`src/rtl/traffic_light_ctrl.sv`:
```
`default_nettype none
// ============================================================================
//  Module      : traffic_light_ctrl
//  Description : Traffic-light sequencing core. Cycles GREEN -> YELLOW -> RED
//                on a 1 s tick, shows the remaining seconds on a 7-segment
//                digit, drives a buzzer square wave during RED, shortens GREEN
//                on a pedestrian request and offers a flashing-yellow night
//                mode.
//  Revision    : 1.0 - initial release
// ============================================================================
module traffic_light_ctrl #(
  parameter int CLK_DIV   = 10000000,
  parameter int T_GREEN   = 5,
  parameter int T_YELLOW  = 2,
  parameter int T_RED     = 5,
  parameter int PED_SHORT = 2,
  parameter int BEEP_HALF = 5000
) (
  input  logic       clk,
  input  logic       rst_n,
  input  logic       ped_req,
  input  logic       night,
  output logic       led_r,
  output logic       led_g,
  output logic       led_y,
  output logic       pwm_out,
  output logic [6:0] seg,
  output logic [1:0] state
);

  // --------------------------------------------------------------------------
  // Widths and constants
  // --------------------------------------------------------------------------
  localparam int PW = (CLK_DIV > 1) ? $clog2(CLK_DIV) : 1;
  localparam int BW = (BEEP_HALF > 0) ? $clog2(BEEP_HALF + 1) : 1;

  localparam logic [PW-1:0] PRESC_LAST = PW'(CLK_DIV - 1);
  localparam logic [BW-1:0] BEEP_LAST  = BW'(BEEP_HALF - 1);

  localparam logic [3:0] DUR_GREEN  = 4'(T_GREEN);
  localparam logic [3:0] DUR_YELLOW = 4'(T_YELLOW);
  localparam logic [3:0] DUR_RED    = 4'(T_RED);
  localparam logic [3:0] PED_REMAIN = 4'(PED_SHORT);

  // Encoding matches the debug state output directly
  typedef enum logic [1:0] {
    ST_GREEN  = 2'd0,
    ST_YELLOW = 2'd1,
    ST_RED    = 2'd2,
    ST_FLASH  = 2'd3
  } state_t;

  // --------------------------------------------------------------------------
  // Registers
  // --------------------------------------------------------------------------
  logic [PW-1:0] presc;
  logic          tick;

  logic          ped_s1;
  logic          ped_s2;
  logic          ped_d;
  logic          ped_rise;
  logic          night_s1;
  logic          night_s2;

  state_t        cur_state;
  logic [3:0]    remain;
  logic          ped_pend;
  logic          blink;

  logic [BW-1:0] beep_cnt;
  logic          beep_lvl;

  // --------------------------------------------------------------------------
  // 7-segment decode, active-high, seg[0]=a .. seg[6]=g
  // --------------------------------------------------------------------------
  function automatic logic [6:0] digit(input logic [3:0] d);
    logic [6:0] s;
    case (d)
      4'd0:    s = 7'h3F;
      4'd1:    s = 7'h06;
      4'd2:    s = 7'h5B;
      4'd3:    s = 7'h4F;
      4'd4:    s = 7'h66;
      4'd5:    s = 7'h6D;
      4'd6:    s = 7'h7D;
      4'd7:    s = 7'h07;
      4'd8:    s = 7'h7F;
      4'd9:    s = 7'h6F;
      default: s = 7'h00;
    endcase
    return s;
  endfunction

  // --------------------------------------------------------------------------
  // One-second prescaler; tick is high for the last count of each second
  // --------------------------------------------------------------------------
  assign tick = (presc == PRESC_LAST);

  // Free-running prescaler that wraps on the tick cycle
  always_ff @(posedge clk or negedge rst_n) begin
    if (!rst_n) begin
      presc <= '0;
    end else if (tick) begin
      presc <= '0;
    end else begin
      presc <= presc + 1'b1;
    end
  end

  // --------------------------------------------------------------------------
  // Input synchronizers; ped_d holds the previous synchronized level so a
  // held button only registers once
  // --------------------------------------------------------------------------
  // Two-stage synchronizers plus the pedestrian edge-detect stage
  always_ff @(posedge clk or negedge rst_n) begin
    if (!rst_n) begin
      ped_s1   <= 1'b0;
      ped_s2   <= 1'b0;
      ped_d    <= 1'b0;
      night_s1 <= 1'b0;
      night_s2 <= 1'b0;
    end else begin
      ped_s1   <= ped_req;
      ped_s2   <= ped_s1;
      ped_d    <= ped_s2;
      night_s1 <= night;
      night_s2 <= night_s1;
    end
  end

  assign ped_rise = ped_s2 & ~ped_d;

  // --------------------------------------------------------------------------
  // Main sequencer. Night mode has priority, then the pedestrian shortener,
  // then normal countdown. The pending flag is only consumed on a tick, so a
  // request registered on the same edge as a tick acts on the following one.
  // --------------------------------------------------------------------------
  // Lamp state, seconds remaining, pedestrian pending flag and flash phase
  always_ff @(posedge clk or negedge rst_n) begin
    if (!rst_n) begin
      cur_state <= ST_GREEN;
      remain    <= DUR_GREEN;
      ped_pend  <= 1'b0;
      blink     <= 1'b0;
    end else begin
      // Requests outside GREEN are dropped; clearing below takes precedence
      if (ped_rise && (cur_state == ST_GREEN)) begin
        ped_pend <= 1'b1;
      end

      if (tick) begin
        if (night_s2 && (cur_state != ST_FLASH)) begin
          cur_state <= ST_FLASH;
          blink     <= 1'b1;
          ped_pend  <= 1'b0;
        end else if (cur_state == ST_FLASH) begin
          if (night_s2) begin
            blink <= ~blink;
          end else begin
            // Leaving night mode always resumes through a full RED
            cur_state <= ST_RED;
            remain    <= DUR_RED;
            blink     <= 1'b0;
          end
        end else if ((cur_state == ST_GREEN) && ped_pend &&
                     (remain > PED_REMAIN)) begin
          remain <= PED_REMAIN;
        end else if (remain > 4'd1) begin
          remain <= remain - 4'd1;
        end else begin
          case (cur_state)
            ST_GREEN: begin
              cur_state <= ST_YELLOW;
              remain    <= DUR_YELLOW;
              ped_pend  <= 1'b0;
            end
            ST_YELLOW: begin
              cur_state <= ST_RED;
              remain    <= DUR_RED;
            end
            ST_RED: begin
              cur_state <= ST_GREEN;
              remain    <= DUR_GREEN;
            end
            default: begin
              cur_state <= ST_RED;
              remain    <= DUR_RED;
            end
          endcase
        end
      end
    end
  end

  // --------------------------------------------------------------------------
  // Buzzer: half-period counter that only runs in RED. Outside RED both the
  // counter and the level are held at zero, so every RED entry starts low.
  // --------------------------------------------------------------------------
  // Square-wave generator gated by the RED state
  always_ff @(posedge clk or negedge rst_n) begin
    if (!rst_n) begin
      beep_cnt <= '0;
      beep_lvl <= 1'b0;
    end else if (cur_state != ST_RED) begin
      beep_cnt <= '0;
      beep_lvl <= 1'b0;
    end else if (beep_cnt == BEEP_LAST) begin
      beep_cnt <= '0;
      beep_lvl <= ~beep_lvl;
    end else begin
      beep_cnt <= beep_cnt + 1'b1;
    end
  end

  // --------------------------------------------------------------------------
  // Output decode from registers only. The buzzer level is masked with the
  // state so it drops on the same edge that leaves RED.
  // --------------------------------------------------------------------------
  // Lamp, segment and buzzer outputs
  always_comb begin
    led_r   = 1'b0;
    led_g   = 1'b0;
    led_y   = 1'b0;
    pwm_out = 1'b0;
    seg     = digit(remain);
    case (cur_state)
      ST_GREEN:  led_g = 1'b1;
      ST_YELLOW: led_y = 1'b1;
      ST_RED: begin
        led_r   = 1'b1;
        pwm_out = beep_lvl;
      end
      default: begin
        led_y = blink;
        seg   = 7'h00;
      end
    endcase
  end

  assign state = cur_state;

endmodule
`default_nettype wire
```
`config.mk`:
```
export PLATFORM = sky130hd
export DESIGN_NAME = traffic_light_ctrl
export DESIGN_NICKNAME = d
export VERILOG_FILES = /design/src/rtl/traffic_light_ctrl.sv
export SDC_FILE = /design/constraint.sdc
export NUM_CORES = 1
export LEC_CHECK = 0
export ABC_AREA = 1
export ABC_CLOCK_PERIOD_IN_PS = 1800
export CORE_ASPECT_RATIO = 0.9
export CORE_MARGIN = 1.5
export CORE_UTILIZATION = 45
export DETAILED_ROUTE_END_ITERATION = 16
export SETUP_SLACK_MARGIN = 0.2
export SLEW_MARGIN = 20
export SYNTH_ARGS = -nofsm -noshare
export SYNTH_HDL_FRONTEND = slang
export SYNTH_SLANG_ARGS = --single-unit
```
`constraint.sdc`:
```
create_clock -name clk -period 1.8 [get_ports clk]
set_input_delay 0.27 -clock clk [delete_from_list [all_inputs] [get_ports clk]]
set_output_delay 0.27 -clock clk [all_outputs]
set_load 0.01 [all_outputs]
```
==> impl_results.md, run 1 <==
- Number of buffers created by CTS: 5
- Last weighted congestion value of the routability-driven placer: about 0.9
- Number of core rows: 28
- Hpwl dp: 5.060 mm
- Slowest stage cell, crit path: dfstp_2
- Top-level I/O count: 17
- Core Box Area: between 6000 and 7000 µm²
- Vias per Instance: 4.855
- Maximum achievable frequency: 551.9 MHz
- Ratio of final minimum period to clock period: 100.7%
- Most frequent standard cell in the layout excluding fill and tap cells: nand2_1
- Length of the first detailed-routing pass in iterations: 4
- Switching Share: 23.50%
- Antenna violations before repair: 0
- Post-Synthesis Cell Area: ~3000 µm²
- Number of antenna cells inserted: 0
- Total nets after synthesis: approximately 440
- Cell mode on critical path: nor2_1
- Leading cell types in the layout, fill and taps excluded: 107 x nand2_1, 76 x nor2_1, 48 x inv_1, 48 x dfrtp_1, 25 x buf_4
- Wire length of the first global-routing pass: 11.46 mm
- Pins Over Slew Limit: 0
- Total wire length after detailed routing: 7.003 mm
- Vertical extent of the die: roughly 81 µm
- Via count of the first global-routing pass: between 2k and 3k
- Highest cell delay on the worst timing path: 570 ps
- Violated checks: negative setup slack
- Part of the power in the clock network: between 30% and 40%
- Worst-Skew Late Latency: 310 ps
- Worst Setup Path Type: flip-flop to primary output
- Global route total overflow: 0
- Number of nets with antenna violations after routing: 0
- Cell Chain, Critical Path: inv_4 -> ha_4 -> nand2_2 -> inv_2 -> nor2_1 -> nor2_1 -> buf_2
- Growth of design area from synthesis to finish: 29.11%
- Sequential fraction of the synthesis area: 42.49%
- Seq cells post-synth: 51
- Synthesis Warnings: 0
- Worst slack on hold paths: 357.1 ps
- LEAKAGE: 1.808 nW
- Unique masters post-synth: 27
- Worst hold path class: flip-flop to flip-flop
- TritonCTS sink count: 51
- Count of mapped cells out of synthesis: 424
- Power per standard cell area: 488.5 nW/µm²
- Maximum ir drop on the vdd rail: 348.9 µV
- Share of power burned in combinational logic: 2.5%
- Largest net degree at the start of global routing: 52
- Crit path required time: 1530 ps
- Critical path launch point type: flip-flop
- Post-Place Cells: 549
- Count of final hold-check violations: 0
- Count of buffer and inverter cells on the critical path: 3
- Delay-heaviest family, CP: flip-flops
- Sequential Power Share: between 60% and 70%
- Worst setup skew after layout: 16.08 ps
- RSZ-0062 raised after global routing: true
- Post-layout minimum cycle time: 1812 ps
- Starting DRC count in detailed routing: 156
- Clock transition time at the flip-flop clock pins of the worst setup and hold paths: 100 ps
- Count of max-cap constraint violations: 0
- Initial standard-cell utilization of the core: between 40 and 50%
- Area of the die: 7187 µm²
- Proportion of layout cells with a drive suffix above 1: between 20 and 30%
- Buffers on Ports: 16
- Crit Path Max Fanout: 4
- Number of buffers between clock root and the deepest sink: 2
- Worst relative slew slack: 81.45%
- Actual transition at the worst max-transition pin: 278.2 ps
- Clock root buffer: clkbuf_8
- Post-Synthesis Mean Instance Area: ~7.1 µm²
- Internal power of the cells: around 0.0015 W
- Kind of capture point of the worst setup path: primary output
- Number of standard cells in the layout, taps in and fillers out: 572
- Final worst slack: -11.77 ps
- Worst endpoint data arrival time: 1540 ps
- Routed wire per std cell: 12.24 µm
- Worst setup slack after placement: -128.2 ps
- CTS HTree Levels: 2
- Die span in x: 89.20 µm
- Nets: between 400 and 500
- Run status: finished, violations left
- Net load switching power: 0.0004460 W
- DRC Markers: 0
- Clock tree from TritonCTS: done
- Number of vias after detailed routing: 2777
- Global-route usage over all layers: about a fifth
- Total of endpoints with negative setup slack in the final report: 2
==> synthesized netlist by cell type <==
master / count / area, µm²
inv_1: 58 / 217.7
o21ai_1: 3 / 15.01
o21ai_0: 5 / 25.02
nor3_2: 3 / 30.03
xor2_1: 12 / 105.1
a21oi_1: 11 / 55.05
or2_2: 3 / 18.77
nand2_2: 4 / 25.02
nand4_1: 5 / 31.28
nor2_2: 7 / 43.79
nand2_1: 119 / 446.7
nand3_1: 27 / 135.1
buf_6: 1 / 11.26
nand3b_1: 2 / 15.01
dfrtp_1: 49 / 1226
nor3_1: 15 / 75.07
nor2_1: 77 / 289.0
dfstp_2: 2 / 52.55
clkinv_1: 1 / 3.750
inv_2: 3 / 11.26
nor2_4: 1 / 11.26
buf_2: 1 / 5.000
nand3_2: 1 / 10.01
o211ai_1: 1 / 7.510
nor3b_1: 1 / 7.510
ha_1: 8 / 100.1
xnor2_1: 4 / 35.03
==> timing repair <==
item                                   CTS  global route
endpoints found under the hold margin   49             0
setup buffers                            7             7
resized for setup                       76            42
pin swaps                               22            32
hold buffers                             1             0
setup endpoints to repair               19            33
==> kinds of logic (layout without fill, tap and decap cells) <==
group,Yosys count,in the layout,share of synthesized area (%)
XOR/XNOR,16,16,4.657
AO/OA/AOI/OAI,20,20,3.409
buffers and inverters,64,122,8.274
flip-flops,51,51,42.49
AND/OR/NAND/NOR,265,265,37.84
adder cells (fa/ha/maj),8,8,3.327
==> metrics by stage <==
step	area, µm²	TNS (ps)	total power (W)	util, %
floorplan	3009	0	0.001183	-
global placement	3431	-282.8	0.001219	52.65
detailed placement	3431	-445.7	0.001220	52.65
CTS	3684	-14.78	0.001934	56.53
global route	3885	-145.3	0.001985	59.62
finish	3885	-16.52	0.001898	59.62
==> power groups by stage <==
stage                 logic, W  registers, W  clock network [W]
floorplan           0.00000802       0.00117                  0
global placement     0.0000438       0.00117                  0
detailed placement   0.0000443       0.00118                  0
CTS                  0.0000481       0.00115           0.000733
global route         0.0000564       0.00115           0.000775
finish               0.0000477       0.00115           0.000697
==> area by class of cell <==
class / instances / area, µm²
well taps: 90 / 112.6
multi-input cells: 309 / 1714
clock buffers: 5 / 68.82
fillers: 620 / 2631
repair buffers: 52 / 444.2
inverters: 62 / 237.7
flip-flops and latches: 51 / 1280
clock inverters: 3 / 27.53
==> registers in the layout (all words and copies together) (netlist names) <==
name      count
beep_cnt     13
beep_lvl      1
blink         1
night_s1      1
night_s2      1
ped_d         1
ped_pend      1
ped_s1        1
ped_s2        1
presc        24
remain        4
state         2
==> path summary, 6_finish.rpt <==
kind / from / endpoint / slack (ps) / depth (start not counted)
min reg2reg: ped_s1 / ped_s2 / 360 / 0
min: ped_s1 / ped_s2 / 360 / 0
min in group asynchronous: rst_n / presc[13] / 470 / 3
max reg2reg: remain[0] / state[1] / 120 / 14
max in group asynchronous: rst_n / remain[0] / 1020 / 3
max: remain[0] / seg[3] / -10 / 7
==> per-layer routing <==
metal  vias up  wire length, µm  GRT usage [%]
met5         -                0              0
met4         0              123          6.154
met3        10              296          4.111
met2        53             3206          32.26
met1      1290             3376          28.86
li1       1424                -              -
(Power assumes the default switching activity.)
==> run 2, diff against run 1 <==
Settings changed: CTS_BUF_LIST set to sky130_fd_sc_hd__clkbuf_4 sky130_fd_sc_hd__clkbuf_8.
==> results of run 2 <==
The final DEF is identical to that of run 1; final timing and power are the same.
